File: src/rtl/seq_addsub_engine_pkg.sv
// Shared types and constants for the digit-serial add/subtract engine.
// No logic; state encoding and op-field bit positions only.
// Not applicable (no handshakes).
package seq_addsub_engine_pkg;

  // Engine sequence: IDLE -> LOAD -> BUSY -> DONE -> IDLE
  typedef enum logic [1:0] {
    S_IDLE = 2'd0,
    S_LOAD = 2'd1,
    S_BUSY = 2'd2,
    S_DONE = 2'd3
  } state_e;

  // Bit positions within the 2-bit op field
  localparam int OP_SUB = 0;  // 1 = subtract (right operand inverted, carry-in set)
  localparam int OP_ACC = 1;  // 1 = left operand is the previous result

endpackage

File: src/rtl/seq_addsub_engine_addsub_digit.sv
// Combinational DIGIT-bit ripple-carry slice used once per BUSY cycle.
// Latency: zero cycles (pure combinational).
// Backpressure: none; output follows inputs.
module addsub_digit #(
  parameter int DIGIT = 1
) (
  input  logic [DIGIT-1:0] a,
  input  logic [DIGIT-1:0] b,
  input  logic             cin,
  output logic [DIGIT-1:0] s,
  output logic             cout,
  output logic             c_msb
);

  logic [DIGIT:0] c;

  // Ripple the carry from the slice LSB upward
  always_comb begin
    c    = '0;
    s    = '0;
    c[0] = cin;
    for (int i = 0; i < DIGIT; i++) begin
      s[i]   = a[i] ^ b[i] ^ c[i];
      c[i+1] = (a[i] & b[i]) | (c[i] & (a[i] ^ b[i]));
    end
  end

  assign cout  = c[DIGIT];
  assign c_msb = c[DIGIT-1];  // carry into the slice's top bit, used for signed overflow

endmodule

File: src/rtl/seq_addsub_engine.sv
// Multi-cycle add/sub/accumulate engine processing DIGIT bits per cycle.
// Latency: start accepted at edge t0 -> result and done valid after edge t0 + WIDTH/DIGIT + 2.
// Backpressure: none; start and wr_en are only honoured in IDLE, otherwise dropped.
module seq_addsub_engine
  import seq_addsub_engine_pkg::*;
#(
  parameter int WIDTH = 8,
  parameter int DIGIT = 1
) (
  input  logic             wb_clk_i,
  input  logic             wb_rst_n,
  input  logic             wr_en,
  input  logic             wr_sel,
  input  logic [WIDTH-1:0] wr_data,
  input  logic [1:0]       op,
  input  logic             start,
  input  logic             abort,
  output logic [WIDTH-1:0] result,
  output logic             carry,
  output logic             overflow,
  output logic             done,
  output logic [2:0]       status
);

  localparam int N  = WIDTH / DIGIT;
  localparam int CW = $clog2(N) + 1;

  if ((WIDTH % DIGIT) != 0) begin : g_bad_digit
    $error("seq_addsub_engine: WIDTH must be a multiple of DIGIT");
  end
  if (WIDTH < 2) begin : g_bad_width
    $error("seq_addsub_engine: WIDTH must be at least 2");
  end

  state_e           state_q, state_d;
  logic [WIDTH-1:0] a_q, a_d, b_q, b_d;
  logic [1:0]       op_q, op_d;
  logic [WIDTH-1:0] left_q, left_d, right_q, right_d, acc_q, acc_d;
  logic             cy_q, cy_d, ovf_q, ovf_d;
  logic [CW-1:0]    cnt_q, cnt_d;
  logic [WIDTH-1:0] result_q, result_d;
  logic             carry_q, carry_d, overflow_q, overflow_d;
  logic             done_q, done_d, ready_q, ready_d, busy_q, busy_d;

  logic [DIGIT-1:0]       dig_s;
  logic                   dig_cout, dig_cmsb;
  logic [WIDTH+DIGIT-1:0] acc_cat;

  addsub_digit #(.DIGIT(DIGIT)) u_digit (
    .a     (left_q[DIGIT-1:0]),
    .b     (right_q[DIGIT-1:0]),
    .cin   (cy_q),
    .s     (dig_s),
    .cout  (dig_cout),
    .c_msb (dig_cmsb)
  );

  // New sum digit enters at the MSB end; the concatenation also covers DIGIT == WIDTH
  assign acc_cat = {dig_s, acc_q};

  // Next-state, datapath and flag updates; abort overrides the sequence but keeps the last result
  always_comb begin
    state_d    = state_q;
    a_d        = a_q;
    b_d        = b_q;
    op_d       = op_q;
    left_d     = left_q;
    right_d    = right_q;
    acc_d      = acc_q;
    cy_d       = cy_q;
    ovf_d      = ovf_q;
    cnt_d      = cnt_q;
    result_d   = result_q;
    carry_d    = carry_q;
    overflow_d = overflow_q;
    done_d     = done_q;
    ready_d    = ready_q;
    busy_d     = busy_q;
    case (state_q)
      S_IDLE: begin
        if (wr_en) begin
          if (wr_sel) b_d = wr_data;
          else        a_d = wr_data;
        end
        if (start) begin
          op_d    = op;
          done_d  = 1'b0;
          ready_d = 1'b1;
          state_d = S_LOAD;
        end
      end
      S_LOAD: begin
        left_d  = op_q[OP_ACC] ? result_q : a_q;
        right_d = op_q[OP_SUB] ? ~b_q : b_q;
        cy_d    = op_q[OP_SUB];
        cnt_d   = '0;
        ready_d = 1'b0;
        busy_d  = 1'b1;
        state_d = S_BUSY;
      end
      S_BUSY: begin
        left_d  = left_q >> DIGIT;
        right_d = right_q >> DIGIT;
        acc_d   = acc_cat[WIDTH+DIGIT-1:DIGIT];
        cy_d    = dig_cout;
        cnt_d   = cnt_q + 1'b1;
        if (cnt_q == CW'(N - 1)) begin
          ovf_d   = dig_cmsb ^ dig_cout;
          state_d = S_DONE;
        end
      end
      S_DONE: begin
        result_d   = acc_q;
        carry_d    = cy_q;
        overflow_d = ovf_q;
        done_d     = 1'b1;
        busy_d     = 1'b0;
        state_d    = S_IDLE;
      end
      default: state_d = S_IDLE;
    endcase
    if (abort) begin
      state_d    = S_IDLE;
      busy_d     = 1'b0;
      ready_d    = 1'b0;
      done_d     = 1'b0;
      result_d   = result_q;
      carry_d    = carry_q;
      overflow_d = overflow_q;
    end
  end

  // State and datapath registers; reset clears everything including the visible result
  always_ff @(posedge wb_clk_i or negedge wb_rst_n) begin
    if (!wb_rst_n) begin
      state_q    <= S_IDLE;
      a_q        <= '0;
      b_q        <= '0;
      op_q       <= '0;
      left_q     <= '0;
      right_q    <= '0;
      acc_q      <= '0;
      cy_q       <= 1'b0;
      ovf_q      <= 1'b0;
      cnt_q      <= '0;
      result_q   <= '0;
      carry_q    <= 1'b0;
      overflow_q <= 1'b0;
      done_q     <= 1'b0;
      ready_q    <= 1'b0;
      busy_q     <= 1'b0;
    end else begin
      state_q    <= state_d;
      a_q        <= a_d;
      b_q        <= b_d;
      op_q       <= op_d;
      left_q     <= left_d;
      right_q    <= right_d;
      acc_q      <= acc_d;
      cy_q       <= cy_d;
      ovf_q      <= ovf_d;
      cnt_q      <= cnt_d;
      result_q   <= result_d;
      carry_q    <= carry_d;
      overflow_q <= overflow_d;
      done_q     <= done_d;
      ready_q    <= ready_d;
      busy_q     <= busy_d;
    end
  end

  assign result   = result_q;
  assign carry    = carry_q;
  assign overflow = overflow_q;
  assign done     = done_q;
  assign status   = {ready_q, busy_q, done_q};

endmodule

File: config.mk
export PLATFORM = sky130hd
export DESIGN_NAME = seq_addsub_engine
export DESIGN_NICKNAME = d
export VERILOG_FILES = /design/src/rtl/seq_addsub_engine_pkg.sv /design/src/rtl/seq_addsub_engine_addsub_digit.sv /design/src/rtl/seq_addsub_engine.sv
export SDC_FILE = /design/constraint.sdc
export NUM_CORES = 1
export LEC_CHECK = 0
export CORE_MARGIN = 4
export CORE_UTILIZATION = 53
export CTS_CLUSTER_DIAMETER = 200
export CTS_CLUSTER_SIZE = 28
export DETAILED_ROUTE_END_ITERATION = 12
export MAX_ROUTING_LAYER = met4
export PLACE_DENSITY = 0.75
export REMOVE_ABC_BUFFERS = 1
export SETUP_SLACK_MARGIN = 0.2
export SLEW_MARGIN = 20
export SYNTH_ARGS = -nofsm -noshare
export SYNTH_HDL_FRONTEND = slang
export SYNTH_HIERARCHICAL = 1
export SYNTH_SLANG_ARGS = --single-unit
File: constraint.sdc
create_clock -name wb_clk_i -period 2.2 [get_ports wb_clk_i]
set_clock_uncertainty 0.1 [all_clocks]
set_input_delay 0.44 -clock wb_clk_i [delete_from_list [all_inputs] [get_ports wb_clk_i]]
set_output_delay 0.44 -clock wb_clk_i [all_outputs]
set_load 0.05 [all_outputs]
* Yosys cells after proc, flatten, opt, wreduce, memory -nomap -nowiden *
Index checks and enable logic that the tools add are counted.

cells by class
  add/sub/neg operators = 1
  eq/ne operators = 6
  muxes and demuxes = 18
  bitwise gates (word level) = 9
  reductions and logical operators = 13

operator list
  cell                                                             number
  8-bit case mux with 2 select lines                               2
  8-bit 2-to-1 mux                                                 2
  2-bit AND reduction                                              6
  3-bit nonzero test                                               3
  8-bit inverter                                                   1
  1-bit case mux with 2 select lines                               4
  2-bit case mux with 4 select lines                               1
  4-bit case mux with 2 select lines                               1
  2-bit 2-to-1 mux                                                 3
  3-bit != test, second input constant                             2
  3-bit AND reduction                                              2
  1-bit 2-to-1 mux                                                 5
  4-bit by 1-bit adder with 4-bit output, second input constant    1
  2-bit == test, second input constant                             2
  4-bit by 3-bit == test with 1-bit output, second input constant  1
  1-bit bitwise XOR                                                3
  1-bit bitwise AND                                                2
  2-bit by 1-bit == test with 1-bit output, second input constant  1
  2-bit logical NOT                                                1
  1-bit inverter                                                   2
  2-bit nonzero test                                               1
  1-bit bitwise OR                                                 1

storage, ports and cells
  register bits after elaboration = 63
  input port bits = 16
  logic and storage cells = 63

* Depth between registers and ports, before layout *
Gate-level depths: netlist of run 1.

  depth after elaboration = 4
  depth in mapped cells = 7
  depth with buffers taken out = 5

* Cells and area by module *
The synthesis of run 1 kept the hierarchy.

modules (own cells, without submodules)
  module             times used  cells an instance  area an instance (um2)  seq. area each (um2)
  seq_addsub_engine  1           229                2,889.0                 1,576.5
  addsub_digit       1           2                  27.5                    0.0

* Worst setup path before layout of run 1 *
Ideal clock, no wire load.

  path type = register to register
  start = register state_q[0]
  end = register left_q[0]
  setup time = 0.125 ns
  arrival time = 1.424 ns
  path slack = 0.552 ns
  stages on the path, launching flop included = 6
  clock period less this slack = 1.648 ns
  path through = dfrtp_1 -> inv_1 -> ha_1 -> buf_4 -> buf_2 -> mux2_2

on the way
  cells in the longest elaborated chain, start to end = 2
  elaborated cells on any way between the ends = 4
  classes of those cells = 2 x eq/ne; 1 x mux; 1 x reduce/logical

RTL lines
  item                                                                              RTL line                  RTL
  start, declared                                                                   seq_addsub_engine.sv:35   state_e state_q, state_d;
  start signal, assigned                                                            seq_addsub_engine.sv:153  state_q <= state_d;
  2-bit == test / 2-bit by 1-bit == test with 1-bit output (equally long branches)  seq_addsub_engine.sv:79   case (state_q)
  8-bit case mux with 2 select lines / 2-bit nonzero test (equally long branches)   n/a
  end signal, assigned                                                              seq_addsub_engine.sv:157  left_q <= left_d;
  end, declared                                                                     seq_addsub_engine.sv:38   logic [WIDTH-1:0] left_q, left_d, right_q, right_d, acc_q, acc_d;

Several ways; a longest one is shown, not always the timed one.
A chain may end at the register's enable or synchronous reset.

* Final worst setup path of run 1 *
  start = register result_q[3] (netlist: result[3])
  end = output result[3]

RTL lines
  item                    RTL line                  RTL
  start, declared         seq_addsub_engine.sv:41   logic [WIDTH-1:0] result_q, result_d;
  start signal, assigned  seq_addsub_engine.sv:163  result_q <= result_d;
  end, declared           seq_addsub_engine.sv:18   output logic [WIDTH-1:0] result,

No word-level cell between the ends.

==> metrics.md, run 1 <==
| Metric | Value |
|---|---|
| Status | `complete, but fails checks` |
| Failing checks | `hold timing` |
| YS warnings | `6` |
| Top Family by Delay on Critical Path | `buffers and inverters` |
| Post-synth EDFFs | `0` |
| Clk Latency, worst-skew pair | `0.33 ns` |
| Gpl congestion | `0.774` |
| Mux contribution to synthesized area | `23.1%` |
| HP Class | `input port to asynchronous set/reset pin` |
| Fmax | `557 MHz` |
| FP Rows | `26` |
| Relative max-transition margin | `64.5%` |
| Worst Path Required | `1.66 ns` |
| IO Port Bufs | `29` |
| Top-area cell type share of the netlist area | `54.1%` |
| Vias per std cell | `5.30` |
| # diodes | `0` |
| Vias | `1782` |
| Initial DRT Pass Iterations | `4` |
| FF-to-FF Start | `state_q[0]` |
| Yosys reg bits | `63` |
| Post-layout nets | `284` |
| Buf/Inv on CP | `1` |
| Leak | `1.55 nW` |
| Area contributors post-synth | `dfrtp_1, mux2_2, mux2i_1, o21ai_0, xnor2_1` |
| Worst R2R End | `left_q[3]` |
| Post-synthesis adder-cell area fraction | `2.83%` |
| Largest family of logic cells by synthesized area | `multiplexers` |
| Post-synth top cells | `dfrtp_1, mux2_2, o21ai_0` |
| Design area | `0.00340 mm^2` |
| CP Launch Type | `flop` |
| Final Cycle Share | `81.7%` |
| # DRC | `0` |
| Mean post-synth cell area | `12.6 um^2` |
| Synth Instances | `231` |
| GRT Overall Usage | `17.6%` |
| Hold Vio Cnt, Final | `2` |
| PD cells | `1390 mW/mm^2` |
| Origin of the worst setup path | `result[3]` |
| Final WL | `5030 um` |
| Finish-stage setup viols | `0` |
| Post-synthesis simple-gate area fraction | `7.21%` |
| Synth Flop Type | `dfrtp_1` |
| Final ANT Viol Nets | `0` |
| Mapped Area | `0.00292 mm^2` |
| Reg-to-reg setup timing slack | `0.45 ns` |
| Post-CTS Setup Repair Bufs | `0` |
| Die area | `0.00675 mm^2` |
| Max clock buf depth | `2` |
| Worst-path cell chain | `dlygate4sd2_1` |
| Area after DPL | `0.00324 mm^2` |
| Post-synthesis compound-gate area fraction | `5.28%` |
| Crit path depth | `1` |
| CTS tree | `done` |
| First-pass GRT wire length | `8580 um` |
| Fin Setup TNS | `0 ns` |
| Final min period | `1.80 ns` |
| Worst slew pin tran | `0.532 ns` |
| Peak VDD IR | `0.000671 V` |
| Endpoint class of the critical path | `primary output` |
| DIE WIDTH | `82.2 um` |
| Htree depth | `3` |
| Placed insts | `321` |
| Setup repair after global routing missed its margin | `false` |
| Most frequent cell after synthesis | `dfrtp_1` |
| Core ar. | `0.00520 mm^2` |
| CTS sink count | `63` |
| Clock Tree Root | `clkbuf_8` |
| Seq/Total Area, Yosys | `54.1%` |
| Final Slew Violations | `0` |
| Worst hold slack | `-0.00352 ns` |
| Die Ht | `82.2 um` |
| Dpl hpwl | `3370 um` |
| CP Max Fanout | `3` |
| DR iter-0 viols | `114` |
| Share of cells above drive strength 1 | `27.4%` |
| Post-Place Worst Slack | `0.319 ns` |
| Layout area overhead | `16.4%` |
| Num CTS Buffers | `9` |
| Routed len/inst | `15.0 um` |
| CP Class | `flop to primary output` |
| FF-to-FF path depth | `5` |
| Tot Pwr | `4.73 mW` |
| Largest net degree at the start of global routing | `64` |
| Crit path largest cell delay | `0.55 ns` |
| Worst Setup EP | `result[3]` |
| Ys async rst share | `100%` |
| Initial Utilization | `56.0%` |
| Synth area leader | `dfrtp_1` |
| CTS clk-pin slew, worst paths | `0.07 ns` |
| # IOs | `30` |
| Fin cells | `336` |
| Initial antenna violation count | `0` |
| Grt total ovfl | `0` |
| Max-cap check violation count | `0` |
| Number of distinct library cells after synthesis | `29` |
| Xor/xnor cell area share of the yosys netlist | `2.70%` |
| Setup WS post-layout | `0.403 ns` |
| WP data arrival | `1.26 ns` |
| Vias in the first global route | `1840` |
| CP max stage cell | `dlygate4sd2_1` |
through the flow:
stage	hold slack, ns	util [%]
2_1_floorplan	0.0444	-
3_3_place_gp	0.364	62.2
3_5_place_dp	0.377	62.2
4_1_cts	0.0189	65.2
5_1_grt	0.0243	65.2
6_report	-0.00352	65.2
kinds of logic (layout without fill, tap and decap cells):
kind of cell / after synthesis / in the layout
flip-flops: 63 / 63
XOR/XNOR: 9 / 9
multiplexers: 61 / 61
AND/OR/NAND/NOR: 41 / 41
buffers and inverters: 23 / 58
AO/OA/AOI/OAI: 28 / 28
adder cells (fa/ha/maj): 6 / 6
routing by layer:
layer  part of all wire (%)  vias up  global-route usage, %
met3                    3.1       12                   3.25
met1                     47      888                   22.7
met4                    1.8        0                   7.97
met2                     48       33                   27.2
met5                      0        -                      -
li1                       -      849                      -
cell type report:
| type | instances | area [um^2] |
|---|---|---|
| inverters | 8 | 30.0 |
| flip-flops and latches | 63 | 1580 |
| repair buffers | 35 | 325 |
| multi-input cells | 145 | 1200 |
| fillers | 429 | 1810 |
| clock buffers | 15 | 176 |
| well taps | 70 | 87.6 |
repair_timing:
action                                  CTS  global route
endpoints found under the setup margin   14             0
hold buffers                              0             0
resized for setup                        14             0
flip-flops by register name, summed over array words and instances (netlist names):
name      flops
state_q       2
right_q       8
overflow      1
op_q          2
left_q        8
done          1
cy_q          1
result        8
cnt_q         4
busy_q        1
a_q           8
b_q           8
carry         1
acc_q         8
ready_q       1
ovf_q         1
layout by cell type, fill, tap and decap left out, types with 5 or more instances in the layout:
cell type,Yosys,layout
dfrtp_1,63,63
mux2_2,51,51
o21ai_0,19,19
nand2_1,17,17
clkdlybuf4s50_1,0,14
dlygate4sd2_1,0,14
clkbuf_8,0,12
mux2i_1,10,10
xnor2_1,9,9
inv_1,8,8
nor2_1,5,5
nand3_1,5,5
ha_1,5,5
buf_4,9,5
power breakdown:
group / switching, mW / total (mW) / leakage [nW] / internal (mW)
sequential: 0.366 / 2.00 / 0.796 / 1.63
combinational: 0.878 / 1.83 / 0.665 / 0.948
clock: 0.405 / 0.902 / 0.0898 / 0.497
total: 1.65 / 4.73 / 1.55 / 3.08
worst min path at each step:
| stage | startpoint | to | slack, ns | depth (start not counted) |
|---|---|---|---|---|
| 6_report | wb_rst_n | ready_q | -0.004 | 2 |
| 5_1_grt | wb_rst_n | busy_q | 0.02 | 2 |
| 4_1_cts | wb_rst_n | ready_q | 0.02 | 2 |
| 3_5_place_dp | wb_rst_n | ready_q | 0.38 | 2 |
| 3_3_place_gp | ovf_q | ovf_q | 0.36 | 2 |
| 2_1_floorplan | wb_rst_n | a_q[0] | 0.04 | 0 |
Note: power is estimated with default switching activity, not from simulation.
==> run 2, diff against run 1 <==
==> constraint.sdc (replaced) <==
create_clock -name wb_clk_i -period 1.7 [get_ports wb_clk_i]
set_clock_uncertainty 0.1 [all_clocks]
set_input_delay 0.34 -clock wb_clk_i [delete_from_list [all_inputs] [get_ports wb_clk_i]]
set_output_delay 0.34 -clock wb_clk_i [all_outputs]
set_load 0.05 [all_outputs]
==> metrics.md, run 2 (synthesized netlist as in run 1, its figures left out) <==
| Metric | Value |
|---|---|
| Clock Tree Root | `clkbuf_8` |
| CP Launch Type | `flop` |
| Hold Vio Cnt, Final | `0 (-2)` |
| Comb pwr share | `48.1% (+9.5 points)` |
| Core ar. | `0.00520 mm^2 (unchanged)` |
| Status | `completed` |
| Finish-stage setup viols | `0 (unchanged)` |
| IO Port Bufs | `29 (unchanged)` |
| Post-layout nets | `301 (+6.0%)` |
| Initial Utilization | `56.0% (unchanged)` |
| Vias in the first global route | `2067 (+12%)` |
| # IOs | `30 (unchanged)` |
| NetSw | `2.66 mW (+61%)` |
| WP data arrival | `1.68 ns (+0.42 ns)` |
| Switching part of the total | `34.8% (-0.091 points)` |
| Initial DRT Pass Iterations | `4 (unchanged)` |
| Num CTS Buffers | `9 (unchanged)` |
| Peak VDD IR | `0.00127 V (+89%)` |
| First-pass GRT wire length | `9980 um (+16%)` |
| FP Rows | `26 (unchanged)` |
| Commonest non-fill, non-tap cells in the layout | `dfrtp_1, mux2_2, mux2_4` |
| Final min period | `1.55 ns` |
| PD cells | `1930 mW/mm^2 (+38%)` |
| Setup repair after global routing missed its margin | `true` |
| FF-to-FF Start | `state_q[1]` |
| Fmax | `645 MHz` |
| DR iter-0 viols | `91 (-20%)` |
| Worst R2R End | `left_q[3]` |
| # diodes | `0 (unchanged)` |
| FF-to-FF path depth | `4 (-1)` |
| HP Class | `input port to asynchronous set/reset pin` |
| Max-cap check violation count | `0 (unchanged)` |
| CTS sink count | `63 (unchanged)` |
| Final ANT Viol Nets | `0 (unchanged)` |
| Worst Path Required | `1.83 ns (+0.17 ns)` |
| Grt total ovfl | `0 (unchanged)` |
| Gpl congestion | `0.765 (-1.2%)` |
| Final WL | `6440 um (+28%)` |
| CP Class | `flop to flop` |
| Vias per std cell | `5.40 (+1.8%)` |
| Clk Latency, worst-skew pair | `0.34 ns (about the same)` |
| Routed len/inst | `18.2 um (+21%)` |
| Layout area overhead | `36.2%` |
| Leak | `1.76 nW (+13%)` |
| Initial antenna violation count | `0 (unchanged)` |
| Share of cells above drive strength 1 | `41.5% (+14 points)` |
| Sequential power share | `35.1% (-7.2 points)` |
| CTS clk-pin slew, worst paths | `0.07 ns (about the same)` |
| Htree depth | `3 (unchanged)` |
| # DRC | `0 (unchanged)` |
| Largest net degree at the start of global routing | `54 (-16%)` |
| Die Ht | `82.2 um (unchanged)` |
| Endpoint class of the critical path | `flop` |
| Tot Pwr | `7.65 mW (+62%)` |
| Worst slew pin tran | `0.548 ns (+0.0160 ns)` |
| Final Cycle Share | `91.2%` |
| Relative max-transition margin | `63.5% (-1.1 points)` |
| DIE WIDTH | `82.2 um (unchanged)` |
| Clock power share | `16.9% (-2.2 points)` |
| Final Slew Violations | `0 (unchanged)` |
| Die area | `0.00675 mm^2 (unchanged)` |
| CTS tree | `done` |
| Post-Place Worst Slack | `-0.0766 ns (-0.396 ns)` |
| Reg-to-reg setup timing slack | `0.15 ns (-0.30 ns)` |
| Setup WS post-layout | `0.149 ns (-0.254 ns)` |
| Max clock buf depth | `2 (unchanged)` |
| CP Max Fanout | `7 (+4)` |
| GRT Overall Usage | `20.8% (+3.1 points)` |
| Vias | `1911 (+7.2%)` |
| Commonest non-fill, non-tap cell in the layout | `dfrtp_1` |
| Dpl hpwl | `3430 um (+1.9%)` |
| P_int | `4.99 mW (+62%)` |
run 2: critical path: stages (launching register included):
cell	delay [ns]
dfrtp_2	0.44
inv_2	0.07
ha_4	0.32
clkbuf_16	0.17
mux2_2	0.33
run 2: stage by stage:
stage          cell area (um^2)  hold WS (ns)  utilization, %  setup TNS, ns  cells
5_1_grt                    3970         0.315            76.3              0    354
3_5_place_dp               3390         0.134            65.2         -0.358    323
3_3_place_gp               3390         0.137            65.2         -0.347    323
2_1_floorplan              2810       -0.0556               -          -9.63    216
6_report                   3970         0.310            76.3              0    354
4_1_cts                    3800         0.300            73.0              0    346
run 2: layer usage:
layer	routed length (um)	up-vias	track usage, %
li1	-	891	-
met1	2800	975	24.5
met2	3360	37	35.0
met3	204	8	4.88
met4	71	0	6.98
met5	0	-	-
run 2: power groups by stage:
stage               Combinational (mW)  Clock [mW]  Sequential [mW]
floorplan                         1.61           0             2.77
global placement                  2.62           0             2.64
detailed placement                2.70           0             2.66
CTS                               3.06        1.31             2.66
global route                      3.92        1.38             2.77
finish                            3.68        1.29             2.68
run 2: timing repair:
item,CTS,global route
resized for setup,31,18
setup buffers,4,5
cloned,2,3
hold buffers,1,0
pin swaps,1,2
hold endpoints to repair,10,0
setup endpoints to repair,54,56
run 2: cell type report:
cell class	count	area [um^2]
clock buffer	9	124
fill	325	1230
inverter	8	30.0
sequential	63	1580
tap	70	87.6
clock inverter	7	72.6
timing repair buffer	52	709
multi-input combinational	145	1370
run 2: how the worst max path moves through the flow:
stage	startpoint	endpoint	slack [ns]	cells after the start
final	state_q[1]	left_q[3]	0.15	4
after global routing	state_q[0]	ovf_q	0.12	6
after CTS	state_q[1]	a_q[6]	0.15	5
after detailed placement	start	state_q[0]	-0.08	4
after global placement	abort	result[1]	-0.03	4
after floorplan	state_q[0]	left_q[0]	-0.37	4
==> run 3, diff against run 2 <==
--- a/config.mk
+++ b/config.mk
@@ -14,6 +14,7 @@
 export PLACE_DENSITY = 0.75
 export REMOVE_ABC_BUFFERS = 1
 export SETUP_SLACK_MARGIN = 0.2
+export SKIP_LAST_GASP = 1
 export SLEW_MARGIN = 20
 export SYNTH_ARGS = -nofsm -noshare
 export SYNTH_HDL_FRONTEND = slang
==> results of run 3 <==
Final layout, timing and power as in run 2 (identical DEF).
